[config.mk]
export PLATFORM = sky130hd
export DESIGN_NAME = ref_clk_monitor_flat
export DESIGN_NICKNAME = d
export VERILOG_FILES = /design/src/rtl/ref_clk_monitor_if.sv /design/src/rtl/ref_clk_monitor.sv /design/src/flat_wrapper.sv
export SDC_FILE = /design/constraint.sdc
export NUM_CORES = 1
export LEC_CHECK = 0
export CORE_MARGIN = 8
export CORE_UTILIZATION = 43
export CTS_CLUSTER_DIAMETER = 80
export CTS_CLUSTER_SIZE = 25
export DETAILED_ROUTE_END_ITERATION = 16
export GPL_ROUTABILITY_DRIVEN = 0
export HOLD_SLACK_MARGIN = 0.1
export PLACE_DENSITY_LB_ADDON = 0.2
export SLEW_MARGIN = 5
export SYNTH_ARGS = -nofsm -noshare
export SYNTH_HDL_FRONTEND = slang
export SYNTH_SLANG_ARGS = --single-unit
[constraint.sdc]
create_clock -name Clk_100M -period 3.67 [get_ports Clk_100M]
set_input_delay 0.734 -clock Clk_100M [delete_from_list [all_inputs] [get_ports Clk_100M]]
set_output_delay 0.734 -clock Clk_100M [all_outputs]
set_load 0.02 [all_outputs]
[src/rtl/ref_clk_monitor_if.sv]
// ref_clk_monitor_if: control and status bundle between switch_clock and the reference monitor
interface ref_clk_monitor_if #(parameter int CNT_W = 16);
  logic             ClkStart;
  logic             Ext_Clk_Tog;
  logic             Ext_Sel;
  logic             Ref_Good;
  logic             Ref_Fault;
  logic [CNT_W-1:0] Meas_Cnt;
  logic             Meas_Valid;
  modport master (output ClkStart, Ext_Clk_Tog, input Ext_Sel, Ref_Good, Ref_Fault, Meas_Cnt, Meas_Valid);
  modport slave  (input ClkStart, Ext_Clk_Tog, output Ext_Sel, Ref_Good, Ref_Fault, Meas_Cnt, Meas_Valid);
endinterface

[src/rtl/ref_clk_monitor.sv]
// ref_clk_monitor: qualifies the external PLL reference by gated edge counting and drives Ext_Sel
module ref_clk_monitor #(
  parameter int GATE_CYC    = 10000,
  parameter int EXP_CNT     = 1000,
  parameter int TOL         = 5,
  parameter int GOOD_NEEDED = 4,
  parameter int BAD_NEEDED  = 2,
  parameter int CNT_W       = 16
) (
  input logic             Clk_100M,
  input logic             SYS_RST,
  ref_clk_monitor_if.slave bus
);
  localparam int GW = $clog2(GATE_CYC);
  localparam int LO = EXP_CNT > TOL ? EXP_CNT - TOL : 0;
  localparam int HI = EXP_CNT + TOL;
  typedef enum logic [1:0] {IDLE, QUAL, LOCKED, FAULT} state_t;
  state_t           r_state;
  logic             r_s1, r_s2, r_s3, r_edge;
  logic [GW-1:0]    r_gate;
  logic [CNT_W-1:0] r_edge_cnt, r_meas_cnt;
  logic             r_meas_valid, r_ref_good, r_ext_sel, r_ref_fault;
  logic [7:0]       r_pass, r_fail;
  logic [CNT_W:0]   w_sum;
  logic [CNT_W-1:0] w_sat;
  logic             w_pass, w_run, w_end;
  assign w_sum  = {1'b0, r_edge_cnt} + (CNT_W+1)'(r_edge);
  assign w_sat  = w_sum[CNT_W] ? '1 : w_sum[CNT_W-1:0];
  assign w_pass = ({1'b0, w_sat} >= (CNT_W+1)'(LO)) && ({1'b0, w_sat} <= (CNT_W+1)'(HI));
  assign w_run  = bus.ClkStart && r_state != IDLE;
  assign w_end  = w_run && r_gate == GW'(GATE_CYC - 1);
  // Two-flop synchronizer for the asynchronous toggle, then a registered rising-edge detect
  always_ff @(posedge Clk_100M) begin
    if (SYS_RST) begin
      r_s1   <= 1'b0;
      r_s2   <= 1'b0;
      r_s3   <= 1'b0;
      r_edge <= 1'b0;
    end else begin
      r_s1   <= bus.Ext_Clk_Tog;
      r_s2   <= r_s1;
      r_s3   <= r_s2;
      r_edge <= r_s2 & ~r_s3;
    end
  end
  // Back-to-back gate windows; latch the saturated count and pass/fail at each window end
  always_ff @(posedge Clk_100M) begin
    if (SYS_RST) begin
      r_gate       <= '0;
      r_edge_cnt   <= '0;
      r_meas_cnt   <= '0;
      r_meas_valid <= 1'b0;
      r_ref_good   <= 1'b0;
    end else if (!w_run) begin
      r_gate       <= '0;
      r_edge_cnt   <= '0;
      r_meas_valid <= 1'b0;
      r_ref_good   <= bus.ClkStart & r_ref_good;
    end else begin
      r_gate       <= w_end ? '0 : r_gate + 1'b1;
      r_edge_cnt   <= w_end ? '0 : w_sat;
      r_meas_valid <= w_end;
      r_meas_cnt   <= w_end ? w_sat : r_meas_cnt;
      r_ref_good   <= w_end ? w_pass : r_ref_good;
    end
  end
  // Qualification FSM acting on each Meas_Valid; Ext_Sel is a registered FSM output so it cannot glitch
  always_ff @(posedge Clk_100M) begin
    if (SYS_RST) begin
      r_state     <= IDLE;
      r_ext_sel   <= 1'b0;
      r_ref_fault <= 1'b0;
      r_pass      <= '0;
      r_fail      <= '0;
    end else if (!bus.ClkStart) begin
      r_state   <= IDLE;
      r_ext_sel <= 1'b0;
      r_pass    <= '0;
      r_fail    <= '0;
    end else begin
      case (r_state)
        IDLE: r_state <= QUAL;
        QUAL: if (r_meas_valid) begin
          r_pass <= r_ref_good ? r_pass + 1'b1 : '0;
          if (r_ref_good && r_pass == 8'(GOOD_NEEDED - 1)) begin
            r_state   <= LOCKED;
            r_ext_sel <= 1'b1;
          end
        end
        LOCKED: if (r_meas_valid) begin
          r_fail <= r_ref_good ? '0 : r_fail + 1'b1;
          if (!r_ref_good && r_fail == 8'(BAD_NEEDED - 1)) begin
            r_state     <= FAULT;
            r_ext_sel   <= 1'b0;
            r_ref_fault <= 1'b1;
          end
        end
        default: begin
          r_pass  <= '0;
          r_fail  <= '0;
          r_state <= QUAL;
        end
      endcase
    end
  end
  assign bus.Ext_Sel    = r_ext_sel;
  assign bus.Ref_Good   = r_ref_good;
  assign bus.Ref_Fault  = r_ref_fault;
  assign bus.Meas_Cnt   = r_meas_cnt;
  assign bus.Meas_Valid = r_meas_valid;
endmodule
[src/flat_wrapper.sv]
// flat-port wrapper written by rule: the top's interface ports become plain ports
module ref_clk_monitor_flat 
#(
  parameter int GATE_CYC    = 10000,
  parameter int EXP_CNT     = 1000,
  parameter int TOL         = 5,
  parameter int GOOD_NEEDED = 4,
  parameter int BAD_NEEDED  = 2,
  parameter int CNT_W       = 16
)
  (Clk_100M, SYS_RST, bus_ClkStart, bus_Ext_Clk_Tog, bus_Ext_Sel, bus_Ref_Good, bus_Ref_Fault, bus_Meas_Cnt, bus_Meas_Valid);
  ref_clk_monitor_if #(.CNT_W(CNT_W)) bus_i ();
  input logic Clk_100M;
  input logic SYS_RST;
  input wire logic [$bits(bus_i.ClkStart)-1:0] bus_ClkStart;
  input wire logic [$bits(bus_i.Ext_Clk_Tog)-1:0] bus_Ext_Clk_Tog;
  output wire logic [$bits(bus_i.Ext_Sel)-1:0] bus_Ext_Sel;
  output wire logic [$bits(bus_i.Ref_Good)-1:0] bus_Ref_Good;
  output wire logic [$bits(bus_i.Ref_Fault)-1:0] bus_Ref_Fault;
  output wire logic [$bits(bus_i.Meas_Cnt)-1:0] bus_Meas_Cnt;
  output wire logic [$bits(bus_i.Meas_Valid)-1:0] bus_Meas_Valid;
  assign bus_i.ClkStart = bus_ClkStart;
  assign bus_i.Ext_Clk_Tog = bus_Ext_Clk_Tog;
  assign bus_Ext_Sel = bus_i.Ext_Sel;
  assign bus_Ref_Good = bus_i.Ref_Good;
  assign bus_Ref_Fault = bus_i.Ref_Fault;
  assign bus_Meas_Cnt = bus_i.Meas_Cnt;
  assign bus_Meas_Valid = bus_i.Meas_Valid;
  ref_clk_monitor #(.GATE_CYC(GATE_CYC), .EXP_CNT(EXP_CNT), .TOL(TOL), .GOOD_NEEDED(GOOD_NEEDED), .BAD_NEEDED(BAD_NEEDED), .CNT_W(CNT_W)) u_core (.Clk_100M(Clk_100M), .SYS_RST(SYS_RST), .bus(bus_i));
endmodule
==> results of run 1 <==
kinds of logic after synthesis:
kind of cell | count (synthesis) | synth area share, %
fa+ha+maj | 10 | 3.79
simple gates | 186 | 27.7
flops | 72 | 43.7
mux | 4 | 1.21
xor+xnor | 32 | 8.49
buf+inv | 25 | 3.41
compound gates | 54 | 11.7
state kept, by name, indices dropped and copies added (netlist names):
register	cells
u_core.bus.Ext_Sel	1
u_core.bus.Meas_Cnt	16
u_core.bus.Meas_Valid	1
u_core.bus.Ref_Fault	1
u_core.bus.Ref_Good	1
u_core.r_edge	1
u_core.r_edge_cnt	16
u_core.r_fail	8
u_core.r_gate	14
u_core.r_pass	8
u_core.r_s1	1
u_core.r_s2	1
u_core.r_s3	1
u_core.r_state	2
synthesized netlist by cell type, types with 3 or more instances:
cell	number	area (µm²)
xor2_1	18	158
dfxtp_1	72	1440
nor3b_1	4	30.0
clkbuf_1	8	30.0
nand2_1	28	105
buf_4	3	22.5
buf_2	5	25.0
nor3_1	4	20.0
nor2_1	83	312
nor2b_1	7	43.8
nand4_1	10	62.6
a211oi_1	13	97.6
and3_1	12	75.1
ha_1	10	125
a21oi_1	11	55.1
inv_1	8	30.0
mux2i_1	4	40.0
nand2b_1	6	37.5
nand3_1	13	65.1
o21ai_0	13	65.1
xnor2_1	14	123
how the worst max path moves through the flow:
stage,start,to,slack [ns],cells past startpoint
after floorplan,u_core.r_edge_cnt[0]$_SDFF_PP0_,u_core.bus.Meas_Cnt[14]$_SDFFE_PP0P_,1.63,10
after global placement,SYS_RST,u_core.r_gate[3]$_SDFF_PP0_,1.12,5
after detailed placement,bus_ClkStart,u_core.r_edge_cnt[7]$_SDFF_PP0_,1.03,5
after CTS,u_core.r_gate[4]$_SDFF_PP0_,u_core.bus.Meas_Cnt[7]$_SDFFE_PP0P_,1.05,5
after global routing,u_core.r_gate[4]$_SDFF_PP0_,u_core.bus.Meas_Cnt[7]$_SDFFE_PP0P_,0.91,5
final,u_core.r_gate[6]$_SDFF_PP0_,u_core.bus.Meas_Cnt[7]$_SDFFE_PP0P_,1.12,5
worst reg2reg max path: stages, from the launching register on:
cell	delay (ns)
dfxtp_1	0.34
or4_4	0.55
nor4_2	0.44
and3_1	0.78
nor2_1	0.11
a211oi_1	0.25
power groups by stage:
| stage | logic, mW | clock network, mW | registers, mW |
|---|---|---|---|
| after floorplan | 0.0434 | 0 | 0.807 |
| after global placement | 0.0566 | 0 | 0.808 |
| after detailed placement | 0.0576 | 0 | 0.808 |
| after CTS | 0.0578 | 0.611 | 0.790 |
| after global routing | 0.0646 | 0.647 | 0.790 |
| final | 0.0576 | 0.594 | 0.790 |
metal layers:
metal  global-route usage (%)  vias to the layer above
met4                     6.19                        0
met1                     16.2                     1177
met5                        0                        -
met2                     19.9                       30
met3                     2.42                       11
li1                         -                     1364
stage by stage:
stage / hold WS (ns) / area [µm²] / utilization (%) / worst slack (ns)
3_3_place_gp: 0.375 / 3590 / 47.4 / 1.12
3_5_place_dp: 0.377 / 3590 / 47.4 / 1.03
5_1_grt: 0.420 / 3770 / 49.9 / 0.908
4_1_cts: 0.397 / 3770 / 49.9 / 1.05
2_1_floorplan: 0.367 / 3300 / - / 1.63
6_report: 0.394 / 3770 / 49.9 / 1.12
cell type report:
type | instances | area [µm²] | area share (%)
Multi-Input combinational cell | 286 | 1750 | 46.2
Sequential cell | 72 | 1440 | 38.2
Timing Repair Buffer | 25 | 245 | 6.50
Tap cell | 102 | 128 | 3.38
Clock buffer | 9 | 124 | 3.28
Clock inverter | 6 | 61.3 | 1.62
Inverter | 8 | 30.0 | 0.795
==> reports/metrics.cfg, run 1 <==
[critical_path]
r2r_cells=5
critical-path-max-stage-delay_ns=0.78
cp_slowest_cell=and3_1
worst_ep_arrival_time_ns=2.79
cp-start-kind=flop
rr_endpoint=u_core.bus.Meas_Cnt[7]$_SDFFE_PP0P_
end_kind=flop
path_class=reg2reg
path_cells=or4_4, nor4_2, and3_1, nor2_1, a211oi_1
worstPathRequired_ns=3.91
r2r_slack_ns=1.12
r2r_start=u_core.r_gate[6]$_SDFF_PP0_
worstPathMaxFanout=24
critical-path-top-delay-family=simple AND/OR/NAND/NOR gates
path_buf_inv=0

[sta]
rsz0062_at_grt=no
finalSetupViolations=0
finalCritPeriodShare_pct=69.5
fmax_ghz=0.392
fin_setup_tns_ns=0
final-max-slew-violation-count=0
finalCriticalPeriod_ns=2.55
relSlewSlack_pct=31.8
tightest_slew_ns=1.02
hold_viol_final=0
skew_ns=0.00643

[layout]
final_cell_mix=nor2_1, dfxtp_1, nand2_1
instances_no_fill=508
final_common_cell=nor2_1
area_growth_pct=14.4
num_antenna_cells=0
drive_above_1_share_pct=6.90
nNetsFinal=416
num-fill-cells=736

[detailed_routing]
vias=2582
drc_errors=0
routed.top_layer=met4
met1_length_um=3330
first_pass_iters=4
dr.first_iter.drc_count=111
viasPerCell=5.08
wl_met3_um=212
avgRoutedWirePerCell_um=13.1
wl_um=6670
met2WireLength_um=3000
drtAntennaViolNets=0

[synth]
syn_inst=383
ys_seq_elements=72
ys_seq_area_share_pct=43.7
ys_warn_count=0
yosysUniqueCellTypes=49
syn-num-nets=397
synth_edf_count=0
syn_area_per_cell_um2=8.61
synth.cell_area_um2=3300
ys.flop_type=dfxtp_1
async_reset_ff_share_pct=0

[floorplanning]
initial_core_util_pct=43.6
die_y_um=104
rows=32
die_x_um=104
fp.dieArea_um2=10700
core_um2=7570
io_pins=24

[run]
drv_cap=0

[place]
dp_hpwl_um=4750
dp.cells=493
numPortBuffers=23

[power]
ir_worst_vdd_v=0.000191
pwr-share-seq_pct=54.8
clkPwrFrac_pct=41.2
pwr_density_cell_nw_per_um2=382
p_int_mw=1.11
swShare_pct=22.7
power_leakage_nw=1.27
finalPower_mw=1.44
switchingPower_mw=0.327
comb_power_share_pct=4.0

[clocking]
insertion_delay_ns=0.33
cts_resized=0
clock-sinks=72
numCtsBuffers=9
path_clk_slew_ns=0.08
ctsHoldBuffers=0
cts_buffer_depth=2
cts_root_buf=clkbuf_8
cts_tree=yes
post-cts-setup-buffers=0
htreeDepth=3

[worst_hold_path]
hp-start=u_core.r_s3$_SDFF_PP0_
worstHoldPathType=reg2reg
holdPathStages=1
min_to=u_core.r_edge$_SDFF_PP0_

[global_route]
antenna_found_initial=0
grt_max_degree=30
grt.overflow.total=0
grt_pass1_vias=2359
grt_first_pass_wirelength_um=11400
grt_util_all_layers_pct=12.7

[run_status]
status=complete, no violations

Power figures use the tool's default switching activity.
==> run 2: changes to the inputs <==
==> constraint.sdc (replaced) <==
create_clock -name Clk_100M -period 2.3 [get_ports Clk_100M]
set_input_delay 0.46 -clock Clk_100M [delete_from_list [all_inputs] [get_ports Clk_100M]]
set_output_delay 0.46 -clock Clk_100M [all_outputs]
set_load 0.02 [all_outputs]
==> reports/metrics.cfg, run 2 (synthesized netlist as in run 1, its figures left out) <==
[run_status]
status=complete, no violations

[detailed_routing]
dr.first_iter.drc_count=126
first_pass_iters=5
vias=2622
drc_errors=0
viasPerCell=5.06
drtAntennaViolNets=0
avgRoutedWirePerCell_um=13.4
wl_um=6930

[floorplanning]
die_x_um=104
rows=32
io_pins=24
initial_core_util_pct=43.6
fp.dieArea_um2=10700
die_y_um=104
core_um2=7570

[critical_path]
end_kind=flop
path_class=reg2reg
worst_ep_arrival_time_ns=2.32
worstPathRequired_ns=2.54
worstPathMaxFanout=7
cp-start-kind=flop

[power]
pwr_density_cell_nw_per_um2=583
power_leakage_nw=1.30
ir_worst_vdd_v=0.000377

[global_route]
grt_max_degree=25
grt_pass1_vias=2507
grt_first_pass_wirelength_um=12200
grt.overflow.total=0
antenna_found_initial=0
grt_util_all_layers_pct=13.5

[sta]
fin_setup_tns_ns=0
final-max-slew-violation-count=0
finalCriticalPeriod_ns=2.08
finalSetupViolations=0
tightest_slew_ns=0.430
finalCritPeriodShare_pct=90.6
hold_viol_final=0
fmax_ghz=0.480
rsz0062_at_grt=no
relSlewSlack_pct=71.0
skew_ns=0.00876

[layout]
final_cell_mix=nor2_1, dfxtp_1, nand2_1
num_antenna_cells=0
num-fill-cells=727
area_growth_pct=17.1
instances_no_fill=518
nNetsFinal=425
drive_above_1_share_pct=9.38
final_common_cell=nor2_1

[run]
drv_cap=0

[clocking]
cts_resized=0
cts_buffer_depth=2
path_clk_slew_ns=0.08
cts_root_buf=clkbuf_8
post-cts-setup-buffers=0
insertion_delay_ns=0.35
numCtsBuffers=9
htreeDepth=3
cts_tree=yes
clock-sinks=72
ctsHoldBuffers=0

[worst_hold_path]
worstHoldPathType=reg2reg

[place]
dp_hpwl_um=5060
numPortBuffers=23
dp.cells=502

[run 2: cell types whose count changed in the layout (fill, tap and decap cells not counted), sizes merged]
cell / delta
buf: +9
clkinv: -2
clkinvlp: +2
bufinv: -1
clkbuf: +1
inv: +1
[run 2: path summary, 6_finish.rpt]
kind                                                  start                         endpoint  slack [ns]  cells after the start
worst max register to register  u_core.r_gate[4]$_SDFF_PP0_  u_core.r_edge_cnt[7]$_SDFF_PP0_        0.22                      5
worst min register to register       u_core.r_s3$_SDFF_PP0_         u_core.r_edge$_SDFF_PP0_        0.38                      1
worst min-delay path                 u_core.r_s3$_SDFF_PP0_         u_core.r_edge$_SDFF_PP0_        0.38                      1
worst max-delay path            u_core.r_gate[4]$_SDFF_PP0_  u_core.r_edge_cnt[7]$_SDFF_PP0_        0.22                      5
[run 2: through the flow]
stage	utilization (%)	hold WS [ns]	worst slack, ns	area [µm²]	power, mW
after CTS	50.9	0.387	0.160	3850	2.28
final	51.1	0.385	0.215	3860	2.25
after global placement	48.7	0.378	0.223	3680	1.39
after global routing	51.1	0.393	0.0177	3860	2.36
after detailed placement	48.7	0.377	0.176	3680	1.39
after floorplan	-	0.367	0.265	3300	1.36
[run 2: final cells by class]
class                           instances  area (µm²)  share of cell area [%]
Clock buffer                           10         128                    3.30
Clock inverter                          6        45.0                    1.17
Inverter                                8        30.0                   0.777
Multi-Input combinational cell        286        1750                    45.4
Sequential cell                        72        1440                    37.3
Tap cell                              102         128                    3.30
Timing Repair Buffer                   34         338                    8.74
[run 2: where the power goes]
group	switching [mW]	internal (mW)	leakage [nW]	total, mW
Combinational	0.0607	0.0426	0.642	0.103
Clock	0.493	0.395	0.0789	0.888
Sequential	0.00625	1.25	0.581	1.26
Total	0.560	1.69	1.30	2.25
[run 2: worst max-delay path: stages (launching register included)]
cell and delay [ns]:
dfxtp_1 0.35, or4_4 0.53, or4_4 0.57, nand2_1 0.25, buf_4 0.21, nor2_1 0.05
[run 2: layer usage]
metal / part of all wire [%] / GRT usage [%]
met1: 48 / 16.4
met2: 46 / 21.6
met3: 3.1 / 3.66
met4: 2.2 / 6.51
met5: 0 / 0
